--- config.mk ---
export PLATFORM = sky130hd
export DESIGN_NAME = cv32e40n_data_mem_arbiter
export DESIGN_NICKNAME = d
export VERILOG_FILES = /design/src/rtl/cv32e40n_mem_arb_pkg.sv /design/src/rtl/cv32e40n_mem_arb_id_fifo.sv /design/src/rtl/cv32e40n_data_mem_arbiter.sv
export SDC_FILE = /design/constraint.sdc
export NUM_CORES = 1
export LEC_CHECK = 0
export BUFFER_PORTS_ARGS = -buffer_cell sky130_fd_sc_hd__buf_2
export CORE_AREA = 10 10 113 115
export CTS_BUF_LIST = sky130_fd_sc_hd__clkbuf_4
export DETAILED_ROUTE_END_ITERATION = 16
export DIE_AREA = 0 0 123 125
export PLACE_DENSITY_LB_ADDON = 0.3
export SLEW_MARGIN = 20
export SYNTH_ARGS = -nofsm -noshare
export SYNTH_HDL_FRONTEND = slang
export SYNTH_SLANG_ARGS = --single-unit
--- constraint.sdc ---
create_clock -name clk_i -period 5.03 [get_ports clk_i]
set_clock_uncertainty 0.2 [all_clocks]
set_input_delay 0.503 -clock clk_i [delete_from_list [all_inputs] [get_ports clk_i]]
set_output_delay 0.503 -clock clk_i [all_outputs]
set_load 0.02 [all_outputs]
--- src/rtl/cv32e40n_mem_arb_pkg.sv ---
// rtl/cv32e40n_mem_arb_pkg.sv - shared types and constants for the data memory arbiter
package cv32e40n_mem_arb_pkg;

  typedef enum logic {
    PORT_CORE = 1'b0,
    PORT_VEC  = 1'b1
  } port_id_e;

  localparam int unsigned OUTST_DEPTH_DEFAULT = 2;

endpackage

--- src/rtl/cv32e40n_mem_arb_id_fifo.sv ---
// rtl/cv32e40n_mem_arb_id_fifo.sv - FIFO of port IDs for granted-but-unanswered transactions
module cv32e40n_mem_arb_id_fifo
  import cv32e40n_mem_arb_pkg::*;
#(
  parameter int unsigned DEPTH = OUTST_DEPTH_DEFAULT
) (
  input  logic     clk_i,
  input  logic     rst_i,
  input  logic     push_i,
  input  port_id_e push_id_i,
  input  logic     pop_i,
  output logic     full_o,
  output logic     empty_o,
  output port_id_e head_o
);

  localparam int unsigned PtrW = $clog2(DEPTH);
  localparam logic [PtrW:0] FullCnt = (PtrW + 1)'(DEPTH);

  port_id_e          mem_q [DEPTH];
  logic [PtrW-1:0]   wr_ptr_q, wr_ptr_d;
  logic [PtrW-1:0]   rd_ptr_q, rd_ptr_d;
  logic [PtrW:0]     cnt_q, cnt_d;
  logic              push_en, pop_en;

  assign full_o  = (cnt_q == FullCnt);
  assign empty_o = (cnt_q == '0);
  assign head_o  = mem_q[rd_ptr_q];

  // Overflowing pushes and underflowing pops are ignored; pointers wrap naturally (power-of-two depth).
  assign push_en = push_i & ~full_o;
  assign pop_en  = pop_i & ~empty_o;

  // Next-state for pointers and occupancy; push and pop in the same cycle cancel in the count.
  always_comb begin
    wr_ptr_d = wr_ptr_q;
    rd_ptr_d = rd_ptr_q;
    cnt_d    = cnt_q;
    if (push_en) wr_ptr_d = wr_ptr_q + 1'b1;
    if (pop_en)  rd_ptr_d = rd_ptr_q + 1'b1;
    if (push_en && !pop_en) cnt_d = cnt_q + 1'b1;
    if (!push_en && pop_en) cnt_d = cnt_q - 1'b1;
  end

  // Pointer and occupancy registers; reset empties the FIFO.
  always_ff @(posedge clk_i) begin
    if (rst_i) begin
      wr_ptr_q <= '0;
      rd_ptr_q <= '0;
      cnt_q    <= '0;
    end else begin
      wr_ptr_q <= wr_ptr_d;
      rd_ptr_q <= rd_ptr_d;
      cnt_q    <= cnt_d;
    end
  end

  // Entry storage; contents are only meaningful between the pointers, so no reset is needed.
  always_ff @(posedge clk_i) begin
    if (push_en) mem_q[wr_ptr_q] <= push_id_i;
  end

endmodule

--- src/rtl/cv32e40n_data_mem_arbiter.sv ---
// rtl/cv32e40n_data_mem_arbiter.sv - core/vector data port arbiter; round-robin when CV32E40N_DATA_ARB_RR_EN is defined
module cv32e40n_data_mem_arbiter
  import cv32e40n_mem_arb_pkg::*;
#(
  parameter int unsigned OUTST_DEPTH = OUTST_DEPTH_DEFAULT
) (
  input  logic        clk_i,
  input  logic        rst_i,
  input  logic        mem_master_sel_i,
  input  logic        core_req_i,
  input  logic        core_we_i,
  input  logic [3:0]  core_be_i,
  input  logic [31:0] core_addr_i,
  input  logic [31:0] core_wdata_i,
  output logic        core_gnt_o,
  output logic        core_rvalid_o,
  output logic [31:0] core_rdata_o,
  input  logic        vec_req_i,
  input  logic        vec_we_i,
  input  logic [3:0]  vec_be_i,
  input  logic [31:0] vec_addr_i,
  input  logic [31:0] vec_wdata_i,
  output logic        vec_gnt_o,
  output logic        vec_rvalid_o,
  output logic [31:0] vec_rdata_o,
  output logic        data_req_o,
  output logic        data_we_o,
  output logic [3:0]  data_be_o,
  output logic [31:0] data_addr_o,
  output logic [31:0] data_wdata_o,
  input  logic        data_gnt_i,
  input  logic        data_rvalid_i,
  input  logic [31:0] data_rdata_i,
  output logic        spurious_rvalid_o
);

  logic     win_valid, arb_valid;
  port_id_e win_port;
  logic     lock_q, lock_d;
  port_id_e lock_port_q, lock_port_d;
  logic     fifo_full, fifo_empty, push, pop;
  port_id_e fifo_head;
  logic     locked_req;

`ifdef CV32E40N_DATA_ARB_RR_EN
  port_id_e rr_prio_q, rr_prio_d;
`endif

  assign locked_req = (lock_port_q == PORT_CORE) ? core_req_i : vec_req_i;

  // Winner selection: a stalled request keeps the bus; otherwise ownership, then priority.
  always_comb begin
    win_valid = 1'b0;
    win_port  = PORT_CORE;
    if (lock_q && locked_req) begin
      win_valid = 1'b1;
      win_port  = lock_port_q;
    end else if (mem_master_sel_i) begin
      win_valid = vec_req_i;
      win_port  = PORT_VEC;
    end else if (core_req_i && vec_req_i) begin
      win_valid = 1'b1;
`ifdef CV32E40N_DATA_ARB_RR_EN
      win_port  = rr_prio_q;
`else
      win_port  = PORT_CORE;
`endif
    end else if (core_req_i) begin
      win_valid = 1'b1;
      win_port  = PORT_CORE;
    end else if (vec_req_i) begin
      win_valid = 1'b1;
      win_port  = PORT_VEC;
    end
  end

  // A full ID FIFO blocks issue entirely; a pop this cycle does not free a slot until next cycle.
  assign arb_valid = win_valid & ~fifo_full;
  assign push      = arb_valid & data_gnt_i;
  assign pop       = data_rvalid_i & ~fifo_empty;

  // Shared request mux and grant/response routing.
  always_comb begin
    data_req_o        = 1'b0;
    data_we_o         = 1'b0;
    data_be_o         = '0;
    data_addr_o       = '0;
    data_wdata_o      = '0;
    core_gnt_o        = 1'b0;
    vec_gnt_o         = 1'b0;
    if (arb_valid) begin
      data_req_o = 1'b1;
      if (win_port == PORT_CORE) begin
        data_we_o    = core_we_i;
        data_be_o    = core_be_i;
        data_addr_o  = core_addr_i;
        data_wdata_o = core_wdata_i;
        core_gnt_o   = data_gnt_i;
      end else begin
        data_we_o    = vec_we_i;
        data_be_o    = vec_be_i;
        data_addr_o  = vec_addr_i;
        data_wdata_o = vec_wdata_i;
        vec_gnt_o    = data_gnt_i;
      end
    end
  end

  assign core_rvalid_o     = pop & (fifo_head == PORT_CORE);
  assign vec_rvalid_o      = pop & (fifo_head == PORT_VEC);
  assign core_rdata_o      = data_rdata_i;
  assign vec_rdata_o       = data_rdata_i;
  assign spurious_rvalid_o = data_rvalid_i & fifo_empty;

  assign lock_d      = arb_valid & ~data_gnt_i;
  assign lock_port_d = win_port;

  // Lock register: remembers a presented-but-ungranted winner.
  always_ff @(posedge clk_i) begin
    if (rst_i) begin
      lock_q      <= 1'b0;
      lock_port_q <= PORT_CORE;
    end else begin
      lock_q      <= lock_d;
      lock_port_q <= lock_port_d;
    end
  end

`ifdef CV32E40N_DATA_ARB_RR_EN
  assign rr_prio_d = push ? ((win_port == PORT_CORE) ? PORT_VEC : PORT_CORE) : rr_prio_q;

  // Round-robin pointer: priority goes to the port not granted most recently.
  always_ff @(posedge clk_i) begin
    if (rst_i) rr_prio_q <= PORT_CORE;
    else       rr_prio_q <= rr_prio_d;
  end
`endif

  cv32e40n_mem_arb_id_fifo #(
    .DEPTH(OUTST_DEPTH)
  ) u_id_fifo (
    .clk_i    (clk_i),
    .rst_i    (rst_i),
    .push_i   (push),
    .push_id_i(win_port),
    .pop_i    (pop),
    .full_o   (fifo_full),
    .empty_o  (fifo_empty),
    .head_o   (fifo_head)
  );

endmodule

==> Word level (Yosys, flattened, before mapping) <==
Memories as Yosys holds them, arrays and structs flattened. A register that Yosys moved wholly into a read port is not among the register bits.
Cells that the tools add are included.
{ "op_classes": {"addsub": 4, "n_eq_ne": 1, "muxes": 29, "n_bitwise": 13, "n_reduce_logical": 8} }
{ "ops": {"columns": ["op", "n"], "rows": [
  ["$mux W32", 4],
  ["$mux W1", 21],
  ["$and A1 B1 Y1", 9],
  ["$mux W4", 2],
  ["$logic_and A1 B1 Y1", 4],
  ["$mux W2", 2],
  ["$not A1 Y1", 4],
  ["$add A1 B1 Y1 const B", 2],
  ["$add A2 B1 Y2 const B", 1],
  ["$eq A2 B2 Y1 const B", 1],
  ["$logic_not A1 Y1", 2],
  ["$logic_not A2 Y1", 1],
  ["$reduce_bool A2 Y1", 1],
  ["$sub A2 B1 Y2 const B", 1]
]} }
{ "word_totals": {"reg_bits": 6, "mem_bits_rw": 2, "inputBits": 177, "out_inout_bits": 139, "word_cells": 61, "mem_count": 1} }
{ "mem_list": {"columns": ["name", "words", "word_bits", "rd", "rd_ports_with_merged_regs", "write_ports", "line_no", "text"], "rows": [
  ["u_id_fifo.mem_q", 2, 1, 1, 1, 1, "cv32e40n_mem_arb_id_fifo.sv:20", "port_id_e mem_q [DEPTH];"]
]} }

==> Longest topological paths before layout <==
{ "depth": {"word_depth": 11, "ltp_mapped": 8, "ltp_nobuf": 7} }

==> Cells and area by module <==
Synthesis repeated with hierarchy kept, for this count alone.
{ "hier_totals": {"hier_cells": 512, "hier_area_um2": 3464.6} }
{ "modules_own_cells": {"columns": ["module", "instances", "cells_per_inst", "area_per_inst_um2", "seq_area_each_um2"], "rows": [
  ["cv32e40n_data_mem_arbiter", 1, 483, 3169.3, 40.0],
  ["cv32e40n_mem_arb_id_fifo", 1, 29, 295.3, 160.2]
]} }

==> Worst setup path after synthesis <==
Ideal clock, no wire load.
{ "synth_path": {"path_kind": "input-to-output", "start": "input port vec_req_i", "end": "output port data_addr_o[10]", "arrival_time_ps": 1653, "t_required_ps": 4327, "path_slack_ps": 2674, "stages": 6, "path_buffers": 3, "path_cell_list": "a21o_1 -> buf_4 -> buf_4 -> clkbuf_1 -> nand3_1 -> a31oi_1"} }
{ "synth_between": {"elab_chain_cells": 7, "elab_cells_between_ends": 15, "classes_between": "12 x mux; 1 x bitwise; 2 x reduce/logical"} }
{ "synth_lines": {"columns": ["element", "line_no", "text"], "rows": [
  ["from (decl)", "cv32e40n_data_mem_arbiter.sv:18", "input logic vec_req_i,"],
  ["$mux W1", "cv32e40n_data_mem_arbiter.sv:71", "end else if (vec_req_i) begin"],
  ["$mux W1", "cv32e40n_data_mem_arbiter.sv:68", "end else if (core_req_i) begin"],
  ["$mux W1", "cv32e40n_data_mem_arbiter.sv:61", "end else if (core_req_i && vec_req_i) begin"],
  ["$mux W1", "cv32e40n_data_mem_arbiter.sv:58", "end else if (mem_master_sel_i) begin"],
  ["$mux W1", "cv32e40n_data_mem_arbiter.sv:55", "if (lock_q && locked_req) begin"],
  ["$mux W32 or $and A1 B1 Y1 (tied branches)", "cv32e40n_data_mem_arbiter.sv:93, cv32e40n_data_mem_arbiter.sv:78", null],
  ["$mux W32 (*)", "cv32e40n_data_mem_arbiter.sv:91", "if (arb_valid) begin"],
  ["to (decl)", "cv32e40n_data_mem_arbiter.sv:29", "output logic [31:0] data_addr_o,"]
]} }
Mark *: on every way between the ends. The rest lies on a longest branch, timed or not.

==> Worst setup path after layout <==
{ "layout_path": {"start": "input port core_req_i", "end": "output port data_be_o[3]"} }
{ "layout_between": {"elab_chain_cells": 6, "elab_cells_between_ends": 14, "classes_between": "11 x mux; 1 x bitwise; 2 x reduce/logical"} }
{ "layout_lines": {"columns": ["element", "line_no", "text"], "rows": [
  ["from (decl)", "cv32e40n_data_mem_arbiter.sv:10", "input logic core_req_i,"],
  ["$mux W1 or $logic_and A1 B1 Y1 (tied branches)", "cv32e40n_data_mem_arbiter.sv:68, cv32e40n_data_mem_arbiter.sv:61", null],
  ["$mux W1", "cv32e40n_data_mem_arbiter.sv:61", null],
  ["$mux W1", "cv32e40n_data_mem_arbiter.sv:58", null],
  ["$mux W1", "cv32e40n_data_mem_arbiter.sv:55", null],
  ["$mux W4 or $and A1 B1 Y1 (tied branches)", "cv32e40n_data_mem_arbiter.sv:93, cv32e40n_data_mem_arbiter.sv:78", null],
  ["$mux W4 (*)", "cv32e40n_data_mem_arbiter.sv:91", null],
  ["to (decl)", "cv32e40n_data_mem_arbiter.sv:28", "output logic [3:0] data_be_o,"]
]} }
Marks and branches as above.

==> results.md <==
- Port Buffer Count: 219
- GPL Wtd Cong: 0.841
- Mapped cell area: 3420 um^2
- Proportion of layout cells with a drive suffix above 1: 0.382
- Synth cell types: 27
- VDD IR max: 0.0908 mV
- FF-to-FF path depth: 7
- Top Ports: 316
- DRT met1 WL: 5050 um
- Metal2 WL: 6710 um
- Status: finished, final reports clean
- Die Width: 123 um
- Met3 Wirelength: 1310 um
- Drt first-iter violations: 298
- Largest family of logic cells by synthesized area: simple AND/OR/NAND/NOR gates
- Vias per cell: 5.47
- R2R Path Start: lock_q
- Largest net degree at the start of global routing: 73
- Cts bufs inserted: 3
- Routed Antenna Nets: 0
- Post-DP HPWL: 10300 um
- P per Cell Area: 217 nW/um^2
- Flops & latches, synth: 9
- Leakage: 1.86 nW
- Routed vias: 4174
- Core box area: 10600 um^2
- DR pass1 iterations: 5
- Critical path startpoint: core_req_i
- Worst setup SP type: input pin
- Hold Crit Start: data_gnt_i
- Design Area, Final: 4100 um^2
- Worst Setup Path Type: input pin to output pin
- Gate Count Post-Synth: 509
- Number of setup violations in the final report: 0
- Adder-Cell Fraction of Synth Area: 0.00366
- Final #Nets: 802
- Worst setup EP type: output pin
- Sequential fraction of the synthesis area: 0.0585
- CP required: 4330 ps
- Area grow syn2layout: 19.9%
- Compound-cell area share of the yosys netlist: 0.145
- Crit path DAT: 2710 ps
- Setup bufs post-CTS: 0
- Die Ht: 125 um
- Highest fanout seen on the critical path: 72
- Initial antenna violation count: 0
- CTS Hold Bufs: 0
- Clk Latency, worst-skew pair: 260 ps
- Residual DRC: 0
- Pins over their slew limit: 0
- Slew margin rel.: 0.474
- Fmax: 0.293 GHz
- Root Buffer: clkbuf_4
- Simple-gate share of the synthesized area: 0.359
- RSZ-0062 raised after global routing: false
- Tmin final: 3410 ps
- Fin Setup TNS: 0 ps
- Routed len/inst: 17.7 um
- CP max-delay cell: a211o_2
- Die Area: 15400 um^2
- Tightest Pin Transition: 789 ps
- DRT Wirelength: 13500 um
- Total gr overflow: 0
- Diodes inserted: 0
- First-pass GRT wire length: 20700 um
- CTS H-tree depth: 1
- Hold/Removal Path Class: input pin to flip-flop
- Final period util: 0.679
- Hold Path Cell Cnt: 2
- Mean post-synth cell area: 6.72 um^2
- Crit-path cells: buf_4 > nor2_1 > a211o_2 > buf_4 > a31oi_1 > buf_2
- Area of placed instances: 4070 um^2
- Most used cell, CP: buf_4
- CTS tree: yes
- Clock Sinks: 9
- Final Hold Vio Count: 0
- Worst-path clk slew: 70 ps
- Std-Cell Rows: 38
- Xor and xnor area share after synthesis: 0.00768
- Synth warn: 0
- Vias in the first global route: 3989
- Maximum root-to-sink buffer count: 2
- Max Used Layer: met4
- Multiplexer area fraction after synthesis: 0.212
- Total track usage: 0.156
- Critical path's largest stage delay: 580 ps
- Initial core utilization: 0.323
- Post-cts gate resize count: 0
- Syn nets: 687
- Max cap viols: 0
-- per-layer routing --
layer,vias up,GRT usage
li1,2012,-
met1,1913,0.182
met2,198,0.273
met3,51,0.0293
met4,0,0.0596
met5,-,0
-- path summary, 6_finish.rpt --
path,to,slack (ps)
worst max-delay path,data_be_o[3],1620
worst min-delay path,lock_q,230
worst max register to register,u_id_fifo.cnt_q[1],2530
worst min register to register,flip-flop,310
-- cells by family after synthesis --
logic type	Yosys count
AOI/OAI and AO/OA	76
xor gates and xnor gates	3
adders and majority gates	1
buffers and inverters	121
DFF	9
muxes	72
and+or+nand+nor	227
-- worst max-delay path, delay by kind of cell --
family	cells	cell delay [ps]
AOI/OAI and AO/OA	2	880
and+or+nand+nor	1	180
buffers and inverters	3	1110
-- cell type report --
class	count	area (um^2)
Sequential cell	9	200
Inverter	4	15.0
Fill cell	1110	6500
Multi-Input combinational cell	379	2510
Clock buffer	4	30.0
Tap cell	140	175
Timing Repair Buffer	227	1170
-- cells in the final DEF (no fill, tap or decap), drive strengths merged, types with 2 or more instances in the layout --
cell	Yosys	routed
xor2	2	2
nor2b	74	74
buf	91	227
nor2	7	7
mux2i	71	71
inv	4	4
a21oi	2	2
edfxtp	2	2
clkbuf	26	4
dfxtp	7	7
nand3	138	138
nor3	3	3
o21ai	2	2
and2	2	2
a31oi	69	69
-- where the power goes --
group | internal, mW | switching [mW]
clock network | 0.0359 | 0.0255
logic | 0.264 | 0.461
registers | 0.0907 | 0.0136
total | 0.391 | 0.500
-- Yosys cell counts --
library cell | n | area share
nand3_1 | 138 | 0.20
and2_1 | 2 | 0.0037
a31oi_1 | 69 | 0.13
mux2i_1 | 70 | 0.20
buf_1 | 3 | 0.0033
nand2b_1 | 1 | 0.0018
clkbuf_1 | 26 | 0.029
a21oi_1 | 2 | 0.0029
or3_1 | 1 | 0.0018
nor3_1 | 3 | 0.0044
buf_4 | 67 | 0.15
o21ai_0 | 2 | 0.0029
inv_1 | 4 | 0.0044
xnor2_1 | 1 | 0.0026
a21o_1 | 1 | 0.0022
mux2i_2 | 1 | 0.0040
mux2_2 | 1 | 0.0033
nor3b_1 | 1 | 0.0022
edfxtp_1 | 2 | 0.018
a211o_1 | 1 | 0.0026
nor2_1 | 7 | 0.0077
a2111oi_4 | 1 | 0.0081
nor2b_1 | 74 | 0.14
buf_2 | 21 | 0.031
xor2_1 | 2 | 0.0051
dfxtp_1 | 7 | 0.041
ha_1 | 1 | 0.0037
-- metrics by stage --
stage	hold slack [ps]	instances	power, mW	setup WS, ps	utilization
floorplan	270	509	0.655	2670	-
global placement	288	759	0.826	1660	0.384
detailed placement	307	759	0.839	1590	0.384
CTS	219	763	0.903	1600	0.387
global route	230	763	0.964	1500	0.387
finish	226	763	0.891	1620	0.387
Note: power is estimated with default switching activity, not from simulation.
